**src/rtl/bus_demux4.sv**
```systemverilog
// One-outstanding 1-to-4 request router between the MEM stage and four memory-mapped targets.
// Each transaction is forwarded to one target, waits for its ack or a timeout, then returns one response strobe.
module bus_demux4 #(
    parameter int SEL_MSB = 29,
    parameter int TIMEOUT = 16
) (
    input  logic        clk,
    input  logic        rst,
    input  logic        req_valid,
    input  logic        req_we,
    input  logic [31:0] req_addr,
    input  logic [31:0] req_wdata,
    output logic        req_ready,
    output logic        rsp_valid,
    output logic [31:0] rsp_rdata,
    output logic        rsp_err,
    output logic [3:0]  t_req,
    output logic        t_we,
    output logic [31:0] t_addr,
    output logic [31:0] t_wdata,
    input  logic [3:0]  t_ack,
    input  logic [31:0] t_rdata0,
    input  logic [31:0] t_rdata1,
    input  logic [31:0] t_rdata2,
    input  logic [31:0] t_rdata3
);

    // A zero TIMEOUT still needs a one-bit counter so the declarations stay legal.
    localparam int CNT_W = (TIMEOUT > 0) ? $clog2(TIMEOUT + 1) : 1;
    localparam logic [CNT_W-1:0] CNT_LAST = (TIMEOUT > 0) ? CNT_W'(TIMEOUT - 1) : '0;

    typedef enum logic [1:0] {
        IDLE = 2'd0,
        WAIT = 2'd1,
        RESP = 2'd2
    } state_t;

    state_t           state_reg;
    logic [1:0]       idx_reg;
    logic [CNT_W-1:0] cnt_reg;
    logic [1:0]       req_idx;
    logic [127:0]     rdata_flat;
    logic [31:0]      rdata_arr [4];

    assign req_idx    = req_addr[SEL_MSB -: 2];
    assign rdata_flat = {t_rdata3, t_rdata2, t_rdata1, t_rdata0};

    generate
        for (genvar gi = 0; gi < 4; gi++) begin : g_rdata
            assign rdata_arr[gi] = rdata_flat[gi*32 +: 32];
        end
    endgenerate

    assign req_ready = (state_reg == IDLE);

    always_ff @(posedge clk) begin
        if (rst) begin
            state_reg <= IDLE;
            idx_reg   <= 2'd0;
            cnt_reg   <= '0;
            t_req     <= 4'd0;
            t_we      <= 1'b0;
            t_addr    <= 32'd0;
            t_wdata   <= 32'd0;
            rsp_valid <= 1'b0;
            rsp_rdata <= 32'd0;
            rsp_err   <= 1'b0;
        end else begin
            rsp_valid <= 1'b0;
            case (state_reg)
                IDLE: begin
                    if (req_valid) begin
                        t_we      <= req_we;
                        t_addr    <= req_addr;
                        t_wdata   <= req_wdata;
                        idx_reg   <= req_idx;
                        t_req     <= 4'b0001 << req_idx;
                        cnt_reg   <= '0;
                        state_reg <= WAIT;
                    end
                end
                WAIT: begin
                    // Ack is checked first so an ack on the timeout cycle still succeeds.
                    if (t_ack[idx_reg]) begin
                        t_req     <= 4'd0;
                        rsp_rdata <= t_we ? 32'd0 : rdata_arr[idx_reg];
                        rsp_err   <= 1'b0;
                        rsp_valid <= 1'b1;
                        state_reg <= RESP;
                    end else if (TIMEOUT != 0 && cnt_reg == CNT_LAST) begin
                        t_req     <= 4'd0;
                        rsp_rdata <= 32'd0;
                        rsp_err   <= 1'b1;
                        rsp_valid <= 1'b1;
                        state_reg <= RESP;
                    end else if (TIMEOUT != 0) begin
                        cnt_reg <= cnt_reg + CNT_W'(1);
                    end
                end
                RESP: begin
                    state_reg <= IDLE;
                end
                default: begin
                    state_reg <= IDLE;
                end
            endcase
        end
    end

endmodule
```
**config.mk**
```make
export PLATFORM = sky130hd
export DESIGN_NAME = bus_demux4
export DESIGN_NICKNAME = d
export VERILOG_FILES = /design/src/rtl/bus_demux4.sv
export SDC_FILE = /design/constraint.sdc
export NUM_CORES = 1
export LEC_CHECK = 0
export BUFFER_PORTS_ARGS = -buffer_cell sky130_fd_sc_hd__buf_2
export CAP_MARGIN = 40
export CORE_AREA = 2 2 118 120
export CTS_BUF_LIST = sky130_fd_sc_hd__clkbuf_4
export DETAILED_ROUTE_END_ITERATION = 16
export DIE_AREA = 0 0 120 122
export MAX_ROUTING_LAYER = met4
export PLACE_DENSITY = 0.74
export SYNTH_ARGS = -nofsm -noshare
export SYNTH_HDL_FRONTEND = slang
export SYNTH_SLANG_ARGS = --single-unit
```
**constraint.sdc**
```tcl
create_clock -name clk -period 3.4 [get_ports clk]
set_input_delay 0.68 -clock clk [delete_from_list [all_inputs] [get_ports clk]]
set_output_delay 0.68 -clock clk [all_outputs]
set_load 0.005 [all_outputs]
```
# Word-level counts from Yosys, hierarchy flattened
# Cells that the tools add are included.
[totals]
register_bits = 112
latch_bits = 0
ram_bits = 0
rom_bits = 0
inputBits = 200
output_inout_bits = 104
wordCells = 55
mem_count = 0
[op_classes]
n_addsub = 1
multipliers = 0
div_mod_pow = 0
order_cmp = 2
n_eq_ne = 6
n_shift = 1
mux = 24
n_bitwise = 2
reduce_logical = 9
[ops]
columns = ["cell", "count"]
rows = [
  ["32-bit two-way mux", 5],
  ["32-bit binary-select mux with 2-bit select", 1],
  ["5-bit two-way mux", 3],
  ["4-bit two-way mux", 3],
  ["5-bit case mux with 2 select lines", 1],
  ["4-bit case mux with 2 select lines", 1],
  ["2-bit two-way mux", 3],
  ["2-bit inequality test, second input constant", 3],
  ["2-bit AND reduction", 3],
  ["5-bit by 1-bit adder with 5-bit output, second input constant", 1],
  ["5-bit by 4-bit == test with 1-bit output, second input constant", 1],
  ["1-bit two-way mux", 5],
  ["2-bit case mux with 2 select lines", 1],
  ["4-bit AND reduction", 1],
  ["2-bit nonzero test", 2],
  ["1-bit by 2-bit << shifter with 4-bit output, first input constant", 1],
  ["3-bit >= comparator, second input constant", 1],
  ["2-bit by 3-bit less-than comparator with 1-bit output, second input constant", 1],
  ["3-bit inequality test, second input constant", 1],
  ["2-bit inverter with 3-bit output", 1],
  ["3-bit AND reduction", 1],
  ["1-bit binary-select mux with 2-bit select", 1],
  ["2-bit by 1-bit == test with 1-bit output, second input constant", 1],
  ["2-bit zero test", 1],
  ["other kinds (2)", 2],
]

# Depth between registers and ports, before layout
# Gate-level depths: netlist of the first run.
[logic_depth]
word_depth = 6
mapped_depth = 8
ltp_nobuf = 7

# Worst setup path after synthesis of the first run
# OpenSTA, ideal clock, no wires.
[synth_path]
path_kind = "register to register"
start = "reg cnt_reg[0]"
end = "reg cnt_reg[3]"
setup_time_ns = 0.074
arrival_time_ns = 1.879
required_time_ns = 3.326
setup_slack_ns = 1.447
path_stages_with_launch = 8
n_path_buf = 0
period_less_slack_ns = 1.953
path_cell_list = "dfxtp_1 -> ha_1 -> and3_1 -> ha_1 -> or2_2 -> a2bb2oi_2 -> or4_1 -> o21ai_0"
[synth_via]
elab_chain_cells = 4
word_cells_on_any_way = 7
cone_classes = "add/sub: 1; eq/ne: 2; mux: 3; reduce/logical: 1"
[synth_rtl]
columns = ["element", "line", "source"]
rows = [
  ["start, declared", "40", "logic [CNT_W-1:0] cnt_reg;"],
  ["start signal, assigned", "97", "cnt_reg <= cnt_reg + CNT_W'(1);"],
  ["5-bit by 1-bit adder with 5-bit output", "97", ""],
  ["5-bit two-way mux", "90", "end else if (TIMEOUT != 0 && cnt_reg == CNT_LAST) begin"],
  ["5-bit two-way mux", "84", "if (t_ack[idx_reg]) begin"],
  ["5-bit case mux with 2 select lines", "70", "case (state_reg)"],
]
# Parallel ways exist; a longest one is shown, timed or not. The select of a mux whose other input is x is not followed.
# A chain may end at the register's enable or synchronous reset.

# Worst setup path after layout of the first run
[layout_path]
start = "reg t_addr[28]"
end = "out t_addr[28]"
[layout_rtl]
columns = ["element", "line", "source"]
rows = [
  ["start, declared", "19", "output logic [31:0] t_addr,"],
  ["start signal, assigned", "74", "t_addr <= req_addr;"],
]
# No word-level cell between the ends.

==> impl_metrics.tcl, run 1 <==
set metrics [dict create \
    yosys.area_share.simple_pct 13.1 \
    yosysTopAreaCellShare_pct 44.7 \
    synth_area_leaders "dfxtp_1, mux4_2, nand2_1, o2bb2ai_2, a21oi_1" \
    tightest_slew_ns 0.881 \
    clk_pin_slew_ns 0.17 \
    drc 0 \
    ys_types 41 \
    p_leak_nw 3.19 \
    io_pins 304 \
    drt_pass1_iterations 6 \
    grt_max_degree 77 \
    setup_viol 0 \
    initial_core_util_pct 36.5 \
    hold_violations 0 \
    period_share_pct 71.1 \
    hp-class "input port to register" \
    synth_area_um2 4930 \
    synth_most_common_cell "nand2_1" \
    drt_iter0_markers 194 \
    clk_path_buf_depth 2 \
    dieArea_um2 14600 \
    wl_mm 14.9 \
    drt-vias-per-instance 4.91 \
    grt_pass1_vias 4381 \
    gp_congestion 0.836 \
    track_usage_pct 19.8 \
    synth_top_family_by_area "compound AO/OA/AOI/OAI gates" \
    hold_slack_ns 0.411 \
    p_per_area_nw_per_um2 403 \
    clk_latency_ns 0.47 \
    grt.overflow.total 0 \
    async_reset_ff_share_pct 0 \
    drive_gt1_share_pct 51.5 \
    synth-edff-count 0 \
    outcome "finished clean" \
    critPathLaunch "t_addr[28]" \
    ys_seq_elements 110 \
    synthXorXnorAreaFrac_pct 0 \
    cts_tree "done" \
    dp_hpwl_mm 11.2 \
    synth.avg_cell_area_um2 10.0 \
    cp.arrival_ns 1.74 \
    cts_resized 0 \
    cp-end-kind "output port" \
    path_max_fanout 28 \
    portBuffers 303 \
    r2r_end "t_req[1]" \
    yosys-mux-area-fraction_pct 15.1 \
    fin_worst_skew_ns 0.0131 \
    fillers 1321 \
    worstSetupEndpoint "t_addr[28]" \
    max_slew_margin_pct 41.3 \
    yosys_most_used_dff "dfxtp_1" \
    rows 43 \
    synth_compound_area_share_pct 19.5 \
    synthAdderAreaFrac_pct 0.507 \
    ys_seq_area_share_pct 44.7 \
    tritoncts.num_buffers 9 \
    worstSetupStartpointType "register" \
    core-area_um2 13500 \
    r2r-start "cnt_reg[0]" \
    rsz0062_at_grt "false" \
    crit_type "register to output port" \
    fin_crit_ns 2.42 \
    area_growth_pct 36.0 \
    reg2reg_depth 8 \
    ir_drop_mv 0.406 \
    antenna_found_initial 5 \
    die-width_um 120 \
    post-cts-setup-buffer-count 0 \
    clock-sinks 110 \
    cts_hold_buffers 0 \
    syn_inst 493 \
    detail-route-antenna-nets 0 \
    grt_pass1_wl_mm 21.8 \
    slew_violations 0 \
    ys_top_cells_by_count "nand2_1, dfxtp_1, a21oi_1" \
    reg_top3 "rsp_rdata: 32 flops, t_addr: 32 flops, t_wdata: 32 flops" \
    wl_per_cell_um 15.4 \
    fmax_mhz 414 \
    drv_cap 0 \
    vias 4747 \
    required_ns 2.72 \
    h-tree-depth 3 \
    yosys.area.top_type "dfxtp_1" \
    tns_ns 0 \
    final_nets 978 \
    rrSetupSlack_ns 1.00 \
    cts_root_buffer "clkbuf_4" \
    yosys_warnings 0 \
    syn_nets 695 \
    dieHeight_um 122 \
]
## logic make-up (layout without fill, tap and decap cells)
| logic type | Yosys count | in the layout |
|---|---|---|
| simple gates | 156 | 156 |
| fa+ha+maj | 2 | 2 |
| mux | 34 | 34 |
| buf+inv | 73 | 361 |
| compound gates | 118 | 118 |
| flops | 110 | 110 |
| other cells | 0 | 5 |
## through the flow
stage	std cells	cell area [um2]	utilization (%)	setup WS, ns	total power [mW]
2_1_floorplan	493	4930	-	1.45	1.75
5_1_grt	966	6710	49.7	0.788	2.85
3_5_place_dp	945	6530	48.4	1.03	2.00
4_1_cts	961	6700	49.6	0.888	2.75
3_3_place_gp	945	6530	48.4	1.06	1.99
6_report	966	6710	49.7	0.984	2.71
## report_power, final
group	internal, mW	leakage (nW)	switching [mW]
Combinational	0.276	2.21	0.274
Sequential	1.37	0.900	0.0461
Clock	0.301	0.0826	0.443
Total	1.94	3.19	0.763
## layout make-up
class | instances | area, um2 | share of cell area (%)
flip-flops and latches | 110 | 2200 | 32.9
multi-input cells | 310 | 2380 | 35.5
clock buffers | 9 | 67.6 | 1.01
inverters | 34 | 128 | 1.90
repair buffers | 311 | 1590 | 23.7
diodes | 5 | 12.5 | 0.187
clock inverters | 7 | 97.6 | 1.45
well taps | 180 | 225 | 3.36
## placed cells by master, fill, tap and decap left out, types with 3 or more instances in the layout
master,count
a21oi_1,69
a31o_2,4
and3_1,3
buf_2,303
buf_4,7
clkbuf_4,9
dfxtp_1,108
diode_2,5
inv_1,34
mux4_2,32
nand2_1,133
nor2_1,3
o2bb2ai_2,30
## layer usage
layer  vias up  track usage, %  part of all wire (%)
met5         -               -                     0
met3        23            6.32                   7.8
li1       2289               -                     -
met1      2207            21.9                    39
met4         0            8.38                   2.3
met2       228            33.0                    51
## worst max-delay path, cell delays in order, from the launching register on
cell and delay (ns):
dfxtp_2 0.54, buf_4 0.52, buf_2 0.21
## worst min path at each step
stage / startpoint / to / slack [ns] / cells after the start
final: req_wdata[15] / t_wdata[15] / 0.41 / 3
after global routing: req_wdata[5] / t_wdata[5] / 0.34 / 3
after floorplan: t_addr[0] / t_addr[0] / 0.45 / 2
after detailed placement: t_addr[3] / t_addr[3] / 0.44 / 2
after global placement: t_addr[24] / t_addr[24] / 0.44 / 2
after CTS: req_addr[20] / t_addr[20] / 0.35 / 3
Power figures use the tool's default switching activity.
==> run 2: changes to the inputs <==
Settings changed: ABC_AREA set to 1, CORE_AREA 2 2 118 120 to 2 2 117 119, DIE_AREA 0 0 120 122 to 0 0 119 121, PLACE_DENSITY 0.74 to 0.77.
Clock period 3.4 ns to 2.17 ns, I/O delays scaled along.
==> run 2 against run 1 <==
- critical path type unchanged
- combinational power increased by 96%
- critical path depth unchanged
- sequential power rose by 60%
- sequential share of layout area grew 0.28 points
- worst setup slack lost 0.81 ns
- worst hold slack lost 0.20 ns
- core utilization grew 1.1 points
- final cell count up 20%
- synthesized area shrank 0.76%
- die area down 1.6%
==> impl_metrics.tcl, run 2 <==
set metrics [dict create \
    hold_violations 0 \
    yosys.area.top_type "dfxtp_1" \
    yosys-mux-area-fraction_pct 0 \
    h-tree-depth 3 \
    r2r-start "cnt_reg[0]" \
    async_reset_ff_share_pct 0 \
    dieArea_um2 14400 \
    setup_viol 0 \
    reg_top3 "rsp_rdata: 32 flops, t_addr: 32 flops, t_wdata: 32 flops" \
    antenna_found_initial 0 \
    cts_hold_buffers 0 \
    dp_hpwl_mm 11.6 \
    final_core_util_pct 50.8 \
    synth-edff-count 0 \
    wl_per_cell_um 13.5 \
    synth_compound_area_share_pct 18.3 \
    gp_congestion 0.867 \
    hp-class "input port to register" \
    path_max_fanout 65 \
    worstSetupStartpointType "register" \
    ys_top_cells_by_count "nor2_1, o21ai_0, dfxtp_1" \
    cp-end-kind "output port" \
    required_ns 1.74 \
    worst_slack_ns 0.179 \
    cts_tree "done" \
    outcome "finished clean" \
    grt.overflow.total 0 \
    clk_path_buf_depth 2 \
    rsz0062_at_grt "false" \
    synth_area_leaders "dfxtp_1, nor2_1, o21ai_0, nand3_1, nand2_1" \
    final_nets 1177 \
    synth_most_common_cell "nor2_1" \
    slew_violations 0 \
    critPathLaunch "t_addr[28]" \
    critical_path.top_delay_family "buffers and inverters" \
    grt_max_degree 66 \
    p_leak_nw 3.44 \
    grt_pass1_wl_mm 24.6 \
    layout_commonest_cell "buf_2" \
    critPathSlowestCell "buf_4" \
    yosys.area_share.simple_pct 29.9 \
    clk_latency_ns 0.44 \
    worstHoldStart "req_wdata[5]" \
    yosysTopAreaCellShare_pct 45.0 \
    cp.arrival_ns 1.56 \
    ys_seq_area_share_pct 45.0 \
    ys_types 23 \
    ys_seq_elements 110 \
    max_slew_margin_pct 61.6 \
    drt_pass1_iterations 4 \
    yosys_warnings 0 \
    synthAdderAreaFrac_pct 0.511 \
    antenna_cells 0 \
    tns_ns 0 \
    clock-sinks 110 \
    track_usage_pct 21.3 \
    final_cell_mix "buf_2, nor2_1, o21ai_0, dfxtp_1, nand3_1" \
    syn_nets 904 \
    drive_gt1_share_pct 35.1 \
    fin_crit_ns 1.99 \
    area_growth_pct 35.8 \
    syn_inst 702 \
    drv_cap 0 \
    p_per_area_nw_per_um2 656 \
    ir_drop_mv 0.386 \
    die-width_um 119 \
    rows 42 \
    detail-route-antenna-nets 0 \
    drt_iter0_markers 356 \
    drt-vias-per-instance 4.91 \
    path_buf_inv 2 \
    clk_pin_slew_ns 0.20 \
    initial_core_util_pct 37.4 \
    fmax_mhz 502 \
    synth_area_um2 4890 \
    portBuffers 303 \
    worstPathCellList "buf_4 -> buf_2" \
    hold_slack_ns 0.210 \
    period_share_pct 91.7 \
    grt_pass1_vias 5038 \
    synth.avg_cell_area_um2 6.97 \
    vias 5679 \
    pre_cts_ws_ns 0.331 \
    tritoncts.num_buffers 9 \
    io_pins 304 \
    dieHeight_um 121 \
    drc 0 \
    synth_top_family_by_area "simple AND/OR/NAND/NOR gates" \
    post-cts-setup-buffer-count 0 \
    synthXorXnorAreaFrac_pct 0 \
    crit_type "register to output port" \
    wl_mm 15.6 \
    fin_worst_skew_ns 0.0176 \
    yosys_most_used_dff "dfxtp_1" \
    cpPeakStageDelay_ns 0.46 \
    cts_resized 0 \
    cts_root_buffer "clkbuf_4" \
    tightest_slew_ns 0.575 \
    core-area_um2 13100 \
    power.total_mw 4.36 \
]
run 2: changes by cell type after synthesis, sizes merged, moves of 3 or more:
cell	delta
nor2	+209
a21oi	-63
o2bb2ai	-32
o21ai	+128
nand3	+74
and3	-3
inv	-17
mux4	-32
o22ai	+32
clkbuf	+15
a31o	-4
nand2	-73
run 2: worst paths after layout:
path / endpoint / slack [ns] / cells after the start
max: t_addr[28] / 0.18 / 2
min reg2reg: rsp_rdata[6] / 0.48 / 2
max reg2reg: rsp_rdata[26] / 0.29 / 10
min: t_wdata[5] / 0.21 / 3
run 2: area by class of cell:
type,count,area [um2]
sequential,110,2200
multi-input combinational,522,2380
clock inverter,7,77.6
fill,1343,6440
clock buffer,9,67.6
inverter,17,63.8
tap,176,220
timing repair buffer,315,1630
run 2: cell families after synthesis:
kind of cell	after synthesis
AOI/OAI and AO/OA	170
adders and majority gates	2
buffers and inverters	70
DFF	110
and+or+nand+nor	350
run 2: report_power, final:
part	switching, mW	internal, mW
Sequential	0.0778	2.18
Clock	0.742	0.276
Combinational	0.627	0.454
run 2: routing by layer:
layer,share of wire [%],track usage [%],up-vias,wire length (um)
met3,6.8,4.37,34,1060
met2,48,34.9,238,7500
li1,-,-,2878,-
met1,42,26.1,2529,6580
met5,0,-,-,0
met4,2.7,7.51,0,413
run 2: through the flow:
step / area [um2] / instances
5_1_grt: 6650 / 1156
3_3_place_gp: 6500 / 1140
6_report: 6650 / 1156
3_5_place_dp: 6500 / 1140
4_1_cts: 6650 / 1156
2_1_floorplan: 4890 / 702
run 2: worst reg2reg max path, stage by stage, from the launching register on:
cell and delay, ns:
dfxtp_1 0.41, ha_1 0.18, nand2_1 0.07, nor2_1 0.11
ha_1 0.15, inv_1 0.06, nand2_2 0.08, nand2_4 0.14
nor2_8 0.39, nand3_1 0.15, nand2_1 0.09
